File: config.mk
export PLATFORM = sky130hd
export DESIGN_NAME = mem_access_unit
export DESIGN_NICKNAME = d
export VERILOG_FILES = /design/src/rtl/mem_access_pkg.sv /design/src/rtl/mem_align.sv /design/src/rtl/mem_access_unit.sv
export SDC_FILE = /design/constraint.sdc
export NUM_CORES = 1
export LEC_CHECK = 0
export CAP_MARGIN = 20
export CORE_MARGIN = 5
export CORE_UTILIZATION = 47
export DETAILED_ROUTE_END_ITERATION = 10
export PLACE_DENSITY = 0.82
export SLEW_MARGIN = 20
export SYNTH_ARGS = -nofsm -noshare
export SYNTH_HDL_FRONTEND = slang
export SYNTH_SLANG_ARGS = --single-unit
export TNS_END_PERCENT = 1
File: constraint.sdc
create_clock -name clk -period 2.18 [get_ports clk]
set_clock_uncertainty 0.15 [all_clocks]
set_input_delay 0.436 -clock clk [delete_from_list [all_inputs] [get_ports clk]]
set_output_delay 0.436 -clock clk [all_outputs]
set_load 0.05 [all_outputs]
File: src/rtl/mem_access_pkg.sv
// Shared definitions for the load/store unit.
//   - SZ_BYTE / SZ_HALF / SZ_WORD : request size encodings (2'b11 is illegal)
//   - state_t                     : FSM state encoding, also exported for debug
//   - MEM_BYTES_DEFAULT           : default data memory size in bytes
package mem_access_pkg;

    localparam int MEM_BYTES_DEFAULT = 1024;

    localparam logic [1:0] SZ_BYTE = 2'b00;
    localparam logic [1:0] SZ_HALF = 2'b01;
    localparam logic [1:0] SZ_WORD = 2'b10;

    typedef enum logic [1:0] {
        ST_IDLE  = 2'd0,
        ST_READ  = 2'd1,
        ST_WRITE = 2'd2,
        ST_RESP  = 2'd3
    } state_t;

endpackage

File: src/rtl/mem_align.sv
// Combinational data alignment for a big-endian 4-byte memory window.
// The addressed byte always sits in rdata[31:24].
//   size       in  request size (SZ_BYTE / SZ_HALF / SZ_WORD)
//   sign_ext   in  sign-extend byte/halfword loads
//   wdata      in  right-justified store data
//   rdata      in  memory word read at the request address
//   load_data  out extracted and extended load result
//   merge_data out word to write back for a store (word store passes wdata)
module mem_align
    import mem_access_pkg::*;
(
    input  logic [1:0]  size,
    input  logic        sign_ext,
    input  logic [31:0] wdata,
    input  logic [31:0] rdata,
    output logic [31:0] load_data,
    output logic [31:0] merge_data
);

    always_comb begin
        load_data  = rdata;
        merge_data = wdata;
        case (size)
            SZ_BYTE: begin
                load_data  = {{24{sign_ext & rdata[31]}}, rdata[31:24]};
                merge_data = {wdata[7:0], rdata[23:0]};
            end
            SZ_HALF: begin
                load_data  = {{16{sign_ext & rdata[31]}}, rdata[31:16]};
                merge_data = {wdata[15:0], rdata[15:0]};
            end
            default: begin
                load_data  = rdata;
                merge_data = wdata;
            end
        endcase
    end

endmodule

File: src/rtl/mem_access_unit.sv
// Multi-cycle load/store unit in front of a byte-addressed big-endian memory.
// Handshake: a request transfers on a rising edge where req_valid and
// req_ready are both high; req_ready is high only in IDLE, and a requester
// must hold its request until it sees req_ready. resp_valid is a one-cycle
// pulse with no backpressure.
//   clk, rst_n               clock, asynchronous active-low reset
//   req_valid/req_ready      request handshake
//   req_we/size/signed/addr/wdata  request fields
//   resp_valid/rdata/err     completion pulse and result
//   mem_addr/wdata/wr        memory pins (memory commits on falling edge)
//   mem_rdata                combinational read word, byte at mem_addr in [31:24]
//   dbg_state                current FSM state
module mem_access_unit
    import mem_access_pkg::*;
#(
    parameter int MEM_BYTES = MEM_BYTES_DEFAULT
) (
    input  logic        clk,
    input  logic        rst_n,
    input  logic        req_valid,
    output logic        req_ready,
    input  logic        req_we,
    input  logic [1:0]  req_size,
    input  logic        req_signed,
    input  logic [31:0] req_addr,
    input  logic [31:0] req_wdata,
    output logic        resp_valid,
    output logic [31:0] resp_rdata,
    output logic        resp_err,
    output logic [31:0] mem_addr,
    output logic [31:0] mem_wdata,
    output logic        mem_wr,
    input  logic [31:0] mem_rdata,
    output logic [1:0]  dbg_state
);

    // Every access touches a full 4-byte window, so the last legal address
    // is MEM_BYTES-4 regardless of size.
    localparam logic [31:0] LAST_ADDR = 32'(MEM_BYTES - 4);

    state_t      state, state_nxt;
    logic        we_q;
    logic [1:0]  size_q;
    logic        sgn_q;
    logic [31:0] addr_q;
    logic [31:0] wdata_q;
    logic        err_q;
    // Holds the word-store data, the merged store word, or the load result.
    logic [31:0] data_q;

    logic        req_err;
    logic [31:0] load_data;
    logic [31:0] merge_data;

    always_comb begin
        req_err = 1'b0;
        if (req_size == 2'b11)                              req_err = 1'b1;
        if ((req_size == SZ_HALF) && req_addr[0])           req_err = 1'b1;
        if ((req_size == SZ_WORD) && (req_addr[1:0] != 2'b00)) req_err = 1'b1;
        if (req_addr > LAST_ADDR)                           req_err = 1'b1;
    end

    mem_align u_align (
        .size       (size_q),
        .sign_ext   (sgn_q),
        .wdata      (wdata_q),
        .rdata      (mem_rdata),
        .load_data  (load_data),
        .merge_data (merge_data)
    );

    always_comb begin
        state_nxt = state;
        case (state)
            ST_IDLE: begin
                if (req_valid) begin
                    if (req_err)
                        state_nxt = ST_RESP;
                    else if (req_we && (req_size == SZ_WORD))
                        state_nxt = ST_WRITE;
                    else
                        state_nxt = ST_READ;
                end
            end
            ST_READ:  state_nxt = we_q ? ST_WRITE : ST_RESP;
            ST_WRITE: state_nxt = ST_RESP;
            ST_RESP:  state_nxt = ST_IDLE;
            default:  state_nxt = ST_IDLE;
        endcase
    end

    always_ff @(posedge clk or negedge rst_n) begin
        if (!rst_n) begin
            state   <= ST_IDLE;
            we_q    <= 1'b0;
            size_q  <= 2'b00;
            sgn_q   <= 1'b0;
            addr_q  <= 32'd0;
            wdata_q <= 32'd0;
            err_q   <= 1'b0;
            data_q  <= 32'd0;
        end else begin
            state <= state_nxt;
            case (state)
                ST_IDLE: begin
                    if (req_valid) begin
                        we_q    <= req_we;
                        size_q  <= req_size;
                        sgn_q   <= req_signed;
                        addr_q  <= req_addr;
                        wdata_q <= req_wdata;
                        err_q   <= req_err;
                        data_q  <= req_wdata;
                    end
                end
                ST_READ: data_q <= we_q ? merge_data : load_data;
                default: ;
            endcase
        end
    end

    // All outputs decode from registered state only, so no req_* input
    // reaches the memory pins combinationally and reset drops mem_wr at once.
    assign req_ready  = (state == ST_IDLE);
    assign resp_valid = (state == ST_RESP);
    assign resp_err   = (state == ST_RESP) && err_q;
    assign resp_rdata = ((state == ST_RESP) && !we_q && !err_q) ? data_q : 32'd0;
    assign mem_wr     = (state == ST_WRITE);
    assign mem_addr   = ((state == ST_READ) || (state == ST_WRITE)) ? addr_q : 32'd0;
    assign mem_wdata  = (state == ST_WRITE) ? data_q : 32'd0;
    assign dbg_state  = state;

endmodule
# Yosys cells after proc, flatten, opt, wreduce, memory -nomap -nowiden
# Cells that the tools add are included.
# op_classes
n_reduce_logical,15
n_bitwise,1
order_cmp,1
n_mux,17
eq_ne,8
# ops
operator,n
case mux 32 bit (2 select lines),3
2-to-1 mux 32 bit,5
> comparator 32 x 10 -> 1 bit (second input constant),1
== test 2 bit (second input constant),4
case mux 2 bit (4 select lines),1
== test 2 x 1 -> 1 bit (second input constant),3
logical AND 1 bit,6
2-to-1 mux 2 bit,3
2-to-1 mux 1 bit,5
logical NOT 2 bit,2
AND reduction 2 bit,2
nonzero test 2 bit,2
logical NOT 1 bit,2
inequality test 2 bit (second input constant),1
bitwise AND 1 bit,1
logical OR 1 bit,1
# totals
ff_bits,103

# Logic depth before layout (Yosys ltp)
# depth
word_depth,8
depth_mapped,9

# Cells and area by module
# A second synthesis with hierarchy kept.
# unflattened
cells_unflattened,662
hier_area_um2,6665.1
# modules_own_cells
mod,seq_area_each_um2,cells_each,area_each_um2,instances
mem_access_unit,2577.5,501,5482.8,1
mem_align,0.0,161,1182.4,1

# Worst setup path after synthesis
# Ideal clock, no wire load.
# synth_timing
path_type,register to output
startpoint,register state[0] (netlist: dbg_state[0])
endpoint,output resp_rdata[10]
required_time_ns,1.594
stages_incl_launch_ff,5
path_slack_ns,-0.716
t_arrival_ns,2.310
path_cell_list,dfrtp_1 > ha_1 > nor3b_1 > clkbuf_1 > and2_1
# synth_via
elab_chain_cells,4
# synth_lines
element,line,source
"start, declared",mem_access_unit.sv:41,"state_t state, state_nxt;"
"start signal, assigned",mem_access_unit.sv:103,state <= state_nxt;
== test 2 bit,--,
named net resp_valid,mem_access_unit.sv:27,"output logic resp_valid,"
logical AND 1 bit (2 in series),mem_access_unit.sv:127,assign resp_rdata = ((state == ST_RESP) && !we_q && !err_q) ? data_q : 32'd0;
2-to-1 mux 32 bit,mem_access_unit.sv:127,
"end, declared",mem_access_unit.sv:28,"output logic [31:0] resp_rdata,"
# The timed path passes the listed nets, and every way through them passes these cells.

# Final worst setup path
# layout_timing
startpoint,register state[1] (netlist: dbg_state[1])
endpoint,output resp_rdata[5]
# layout_via
elab_chain_cells,4
# layout_lines
element,line
== test 2 bit,mem_access_unit.sv:127
logical AND 1 bit (2 in series),mem_access_unit.sv:127
2-to-1 mux 32 bit,mem_access_unit.sv:127
# Every way passes these cells.

==> impl_metrics.prom <==
# TYPE chip_impl_metric gauge
chip_impl_metric{name="met2_wirelength",unit="um"} 11630
chip_impl_metric{name="cellLeakagePower",unit="nW"} 4.288
chip_impl_metric{name="max-vdd-ir-drop",unit="uV"} 1611
chip_impl_metric{name="synthArstFlopShare",unit="%"} 100.0
chip_impl_metric{name="ys_ff_latch",unit=""} 103
chip_impl_metric{name="grt_start_max_net_pins",unit=""} 38
chip_impl_info{name="timing.critical_path.from_type",value="register"} 1
chip_impl_metric{name="internal-power",unit="mW"} 10.19
chip_impl_metric{name="final_core_utilization",unit="%"} 80.00
chip_impl_metric{name="fin_worst_hold_slack",unit="ns"} 0.3529
chip_impl_metric{name="switching_share",unit="%"} 44.06
chip_impl_metric{name="grt_first_pass_wirelength",unit="um"} 35420
chip_impl_metric{name="globalplace.congestion",unit=""} 0.9208
chip_impl_metric{name="die-area",unit="sq mm"} 0.01550
chip_impl_info{name="root_buffer_master",value="sky130_fd_sc_hd__clkbuf_16"} 1
chip_impl_metric{name="postSynthAreaPerCell",unit="sq um"} 10.32
chip_impl_metric{name="switching_power",unit="mW"} 8.026
chip_impl_metric{name="layout-area-overhead-vs-synth",unit="%"} 65.23
chip_impl_metric{name="wl_met3",unit="um"} 2236
chip_impl_info{name="outcome",value="complete, but fails checks"} 1
chip_impl_info{name="endpoint_class_of_the_critical_path",value="output port"} 1
chip_impl_metric{name="synth_cells",unit=""} 597
chip_impl_metric{name="finalWorstSetupSlack",unit="ns"} -0.1277
chip_impl_metric{name="initial_utilization",unit="%"} 48.42
chip_impl_metric{name="firstDrtPassIters",unit=""} 5
chip_impl_metric{name="final-hold-violation-count",unit=""} 0
chip_impl_metric{name="totalWireLength",unit="um"} 22760
chip_impl_metric{name="grt_usage",unit="%"} 28.58
chip_impl_info{name="failed_checks",value="setup timing"} 1
chip_impl_info{name="top_signal_layer_used",value="met4"} 1
chip_impl_metric{name="globalRouteOverflowTotal",unit=""} 0
chip_impl_metric{name="vertical_die_dimension",unit="um"} 124.5
chip_impl_metric{name="max_freq",unit="GHz"} 0.4333
chip_impl_metric{name="hpwlAfterDp",unit="um"} 15560
chip_impl_metric{name="synth_edf_count",unit=""} 0
chip_impl_metric{name="grt_pass1_vias",unit=""} 6260
chip_impl_info{name="worst-setup-path-type",value="register to output port"} 1
chip_impl_metric{name="layout_min_cycle_time",unit="ns"} 2.308
chip_impl_metric{name="synth_sequential_area_ratio",unit="%"} 41.84
chip_impl_metric{name="power_frac_clock",unit="%"} 9.9
chip_impl_metric{name="initial_antenna_violation_count",unit=""} 0
chip_impl_metric{name="wl_met1",unit="um"} 8079
chip_impl_metric{name="htree_levels",unit=""} 3
chip_impl_metric{name="tritoncts.num_buffers",unit=""} 9
chip_impl_metric{name="syn_area",unit="sq mm"} 0.006160
chip_impl_info{name="hold_path_class",value="register to register"} 1
chip_impl_metric{name="p_seq_share",unit="%"} 20.1
chip_impl_metric{name="power.density",unit="mW/mm^2"} 1790
chip_impl_metric{name="comb_power_share",unit="%"} 70.0
chip_impl_metric{name="top_level_ports",unit=""} 205
chip_impl_metric{name="port-buffer-count",unit=""} 204
chip_impl_metric{name="max_capacitance_violation_count",unit=""} 0
chip_impl_metric{name="synth.yosys.warnings",unit=""} 0
chip_impl_info{name="postSynth.topFlopCell",value="sky130_fd_sc_hd__dfrtp_1"} 1
chip_impl_metric{name="final_min_period_over_clock_period",unit="%"} 105.9
chip_impl_metric{name="core",unit="sq mm"} 0.01272
chip_impl_metric{name="synthDistinctLibCells",unit=""} 37
chip_impl_metric{name="tritoncts_num_sinks",unit=""} 103
chip_impl_metric{name="drive_gt1_share",unit="%"} 45.31
chip_impl_metric{name="die-width",unit="um"} 124.5
chip_impl_metric{name="wire_length_per_cell",unit="um"} 23.18
chip_impl_metric{name="worstPathArrival",unit="ns"} 1.72
chip_impl_metric{name="clk_pin_slew",unit="ns"} 0.07
chip_impl_metric{name="via_count",unit=""} 5796
chip_impl_metric{name="power.total",unit="mW"} 18.22
chip_impl_metric{name="floorplan.rows",unit=""} 41
chip_impl_metric{name="place_worst_setup_slack",unit="ns"} -0.1307
chip_impl_metric{name="maxSlewViolCount",unit=""} 0
chip_impl_metric{name="crit_required",unit="ns"} 1.59
chip_impl_metric{name="syn-num-nets",unit=""} 704
chip_impl_metric{name="antenna-diode-count",unit=""} 0
chip_impl_metric{name="remaining_drc_errors",unit=""} 0
chip_impl_metric{name="initialDrtViolationCount",unit=""} 621
chip_impl_info{name="rsz0062_at_grt",value="true"} 1
chip_impl_metric{name="worst_slew_pin_slew",unit="ns"} 0.5559
chip_impl_metric{name="drt.antenna.violating_nets",unit=""} 0
chip_impl_metric{name="clock_latency",unit="ns"} 0.35
chip_impl_metric{name="max_slew_margin",unit="%"} 62.94
chip_impl_info{name="tritoncts",value="built"} 1
chip_impl_metric{name="crit_path_max_fanout",unit=""} 9
chip_impl_metric{name="cts.path.max_buffers",unit=""} 2
chip_impl_metric{name="report.final.setup_viol",unit=""} 95
chip_impl_metric{name="finish.net_count",unit=""} 912
chip_impl_metric{name="route.detailed.vias_per_inst",unit=""} 5.902
## cell families after synthesis
logic type,share of synthesized area (%)
AOI/OAI and AO/OA,9.263
DFF,41.84
adders and majority gates,0.8125
and+or+nand+nor,18.14
muxes,25.53
buffers and inverters,4.408
## critical path: stages, from the launching register on
cell and delay [ns]:
sky130_fd_sc_hd__dfrtp_2 0.42, sky130_fd_sc_hd__ha_4 0.15, sky130_fd_sc_hd__nor3b_4 0.20, sky130_fd_sc_hd__buf_6 0.17
sky130_fd_sc_hd__buf_8 0.14, sky130_fd_sc_hd__and2_4 0.16, sky130_fd_sc_hd__buf_12 0.13
## cell usage in the layout, fill, tap and decap left out, types with 4 or more instances in the layout
cell / count
sky130_fd_sc_hd__buf_6: 4
sky130_fd_sc_hd__o21ai_0: 29
sky130_fd_sc_hd__mux2_2: 79
sky130_fd_sc_hd__mux2i_1: 21
sky130_fd_sc_hd__inv_1: 6
sky130_fd_sc_hd__a221oi_1: 4
sky130_fd_sc_hd__and2_4: 66
sky130_fd_sc_hd__a31oi_1: 7
sky130_fd_sc_hd__a21oi_1: 51
sky130_fd_sc_hd__clkbuf_16: 9
sky130_fd_sc_hd__nor3b_1: 5
sky130_fd_sc_hd__dfrtp_2: 4
sky130_fd_sc_hd__nor2_1: 36
sky130_fd_sc_hd__buf_12: 107
sky130_fd_sc_hd__dfrtp_1: 99
sky130_fd_sc_hd__or3_1: 4
sky130_fd_sc_hd__nand2b_1: 7
sky130_fd_sc_hd__mux4_2: 15
sky130_fd_sc_hd__o211ai_1: 5
sky130_fd_sc_hd__and2_2: 30
sky130_fd_sc_hd__clkdlybuf4s50_1: 101
sky130_fd_sc_hd__nand2_1: 41
sky130_fd_sc_hd__mux2_4: 9
sky130_fd_sc_hd__nor4_1: 5
sky130_fd_sc_hd__buf_4: 28
## layer usage
metal  up-vias  global-route usage (%)
li1       2508                       -
met1      2875                   33.01
met2       342                   49.49
met3        71                   8.919
met4         0                   10.96
met5         -                       0
## power groups by stage
stage	Combinational, mW	Sequential (mW)	Clock, mW
after global placement	11.5	3.51	0
after CTS	12.5	3.59	1.80
after floorplan	6.94	3.34	0
after detailed placement	11.8	3.59	0
after global routing	13.3	3.78	1.89
final	12.7	3.67	1.80
## per-stage QoR
step	cells	setup TNS, ns	instance area [sq um]
2_1_floorplan	597	-4.793	6275
3_3_place_gp	956	-0.1403	9589
3_5_place_dp	956	-0.4039	9589
4_1_cts	977	-8.707	10070
5_1_grt	982	-9.495	10180
6_report	982	-5.472	10180
## final timing paths
kind | depth (start not counted) | start | slack, ns | end
min in group asynchronous | 2 | rst_n | 0.46 | data_q[10]
worst max-delay path | 6 | dbg_state[1] | -0.13 | resp_rdata[5]
worst min register to register | 1 | wdata_q[28] | 0.35 | wdata_q[28]
max in group asynchronous | 3 | rst_n | 0.82 | data_q[21]
worst min-delay path | 1 | wdata_q[28] | 0.35 | wdata_q[28]
worst max register to register | 7 | dbg_state[0] | 0.09 | data_q[4]
## timing repair
| action | CTS | global route |
|---|---|---|
| endpoints found under the setup margin | 96 | 101 |
| gates cloned | 0 | 2 |
| resized for setup | 41 | 46 |
| hold buffers | 1 | 0 |
| pin swaps | 1 | 8 |
| hold endpoints to repair | 35 | 0 |
| setup buffers | 4 | 5 |
## final cells by class
type	count	area, sq um
inverters	8	30.03
clock inverters	3	65.06
fillers	734	2545
well taps	172	215.2
repair buffers	243	3448
flip-flops and latches	103	2582
multi-input cells	440	3576
clock buffers	13	260.3
## synthesized netlist by cell type (5+ instances only)
master                       n  area [sq um]
sky130_fd_sc_hd__a21oi_1    51         255.2
sky130_fd_sc_hd__nor3b_1     6         45.04
sky130_fd_sc_hd__and2_1     98         613.1
sky130_fd_sc_hd__dfrtp_1   103          2577
sky130_fd_sc_hd__a31oi_1     7         43.79
sky130_fd_sc_hd__inv_1       8         30.03
sky130_fd_sc_hd__mux4_2     15         337.8
sky130_fd_sc_hd__nor4_1      5         31.28
sky130_fd_sc_hd__mux2_2     79         889.6
sky130_fd_sc_hd__o21ai_0    29         145.1
sky130_fd_sc_hd__nand2b_1    7         43.79
sky130_fd_sc_hd__nor2_1     36         135.1
sky130_fd_sc_hd__o211ai_1    5         37.54
sky130_fd_sc_hd__mux2i_1    21         210.2
sky130_fd_sc_hd__mux2_4      9         135.1
sky130_fd_sc_hd__buf_2      18         90.09
sky130_fd_sc_hd__clkbuf_1   20         75.07
sky130_fd_sc_hd__nand2_1    42         157.7
## state kept, by name, summed over array words and instances, names as in the netlist
register	count
size_q	2
addr_q	32
dbg_state	2
sgn_q	1
wdata_q	32
data_q	32
we_q	1
err_q	1
No activity file was read; power rests on OpenSTA's default activity.
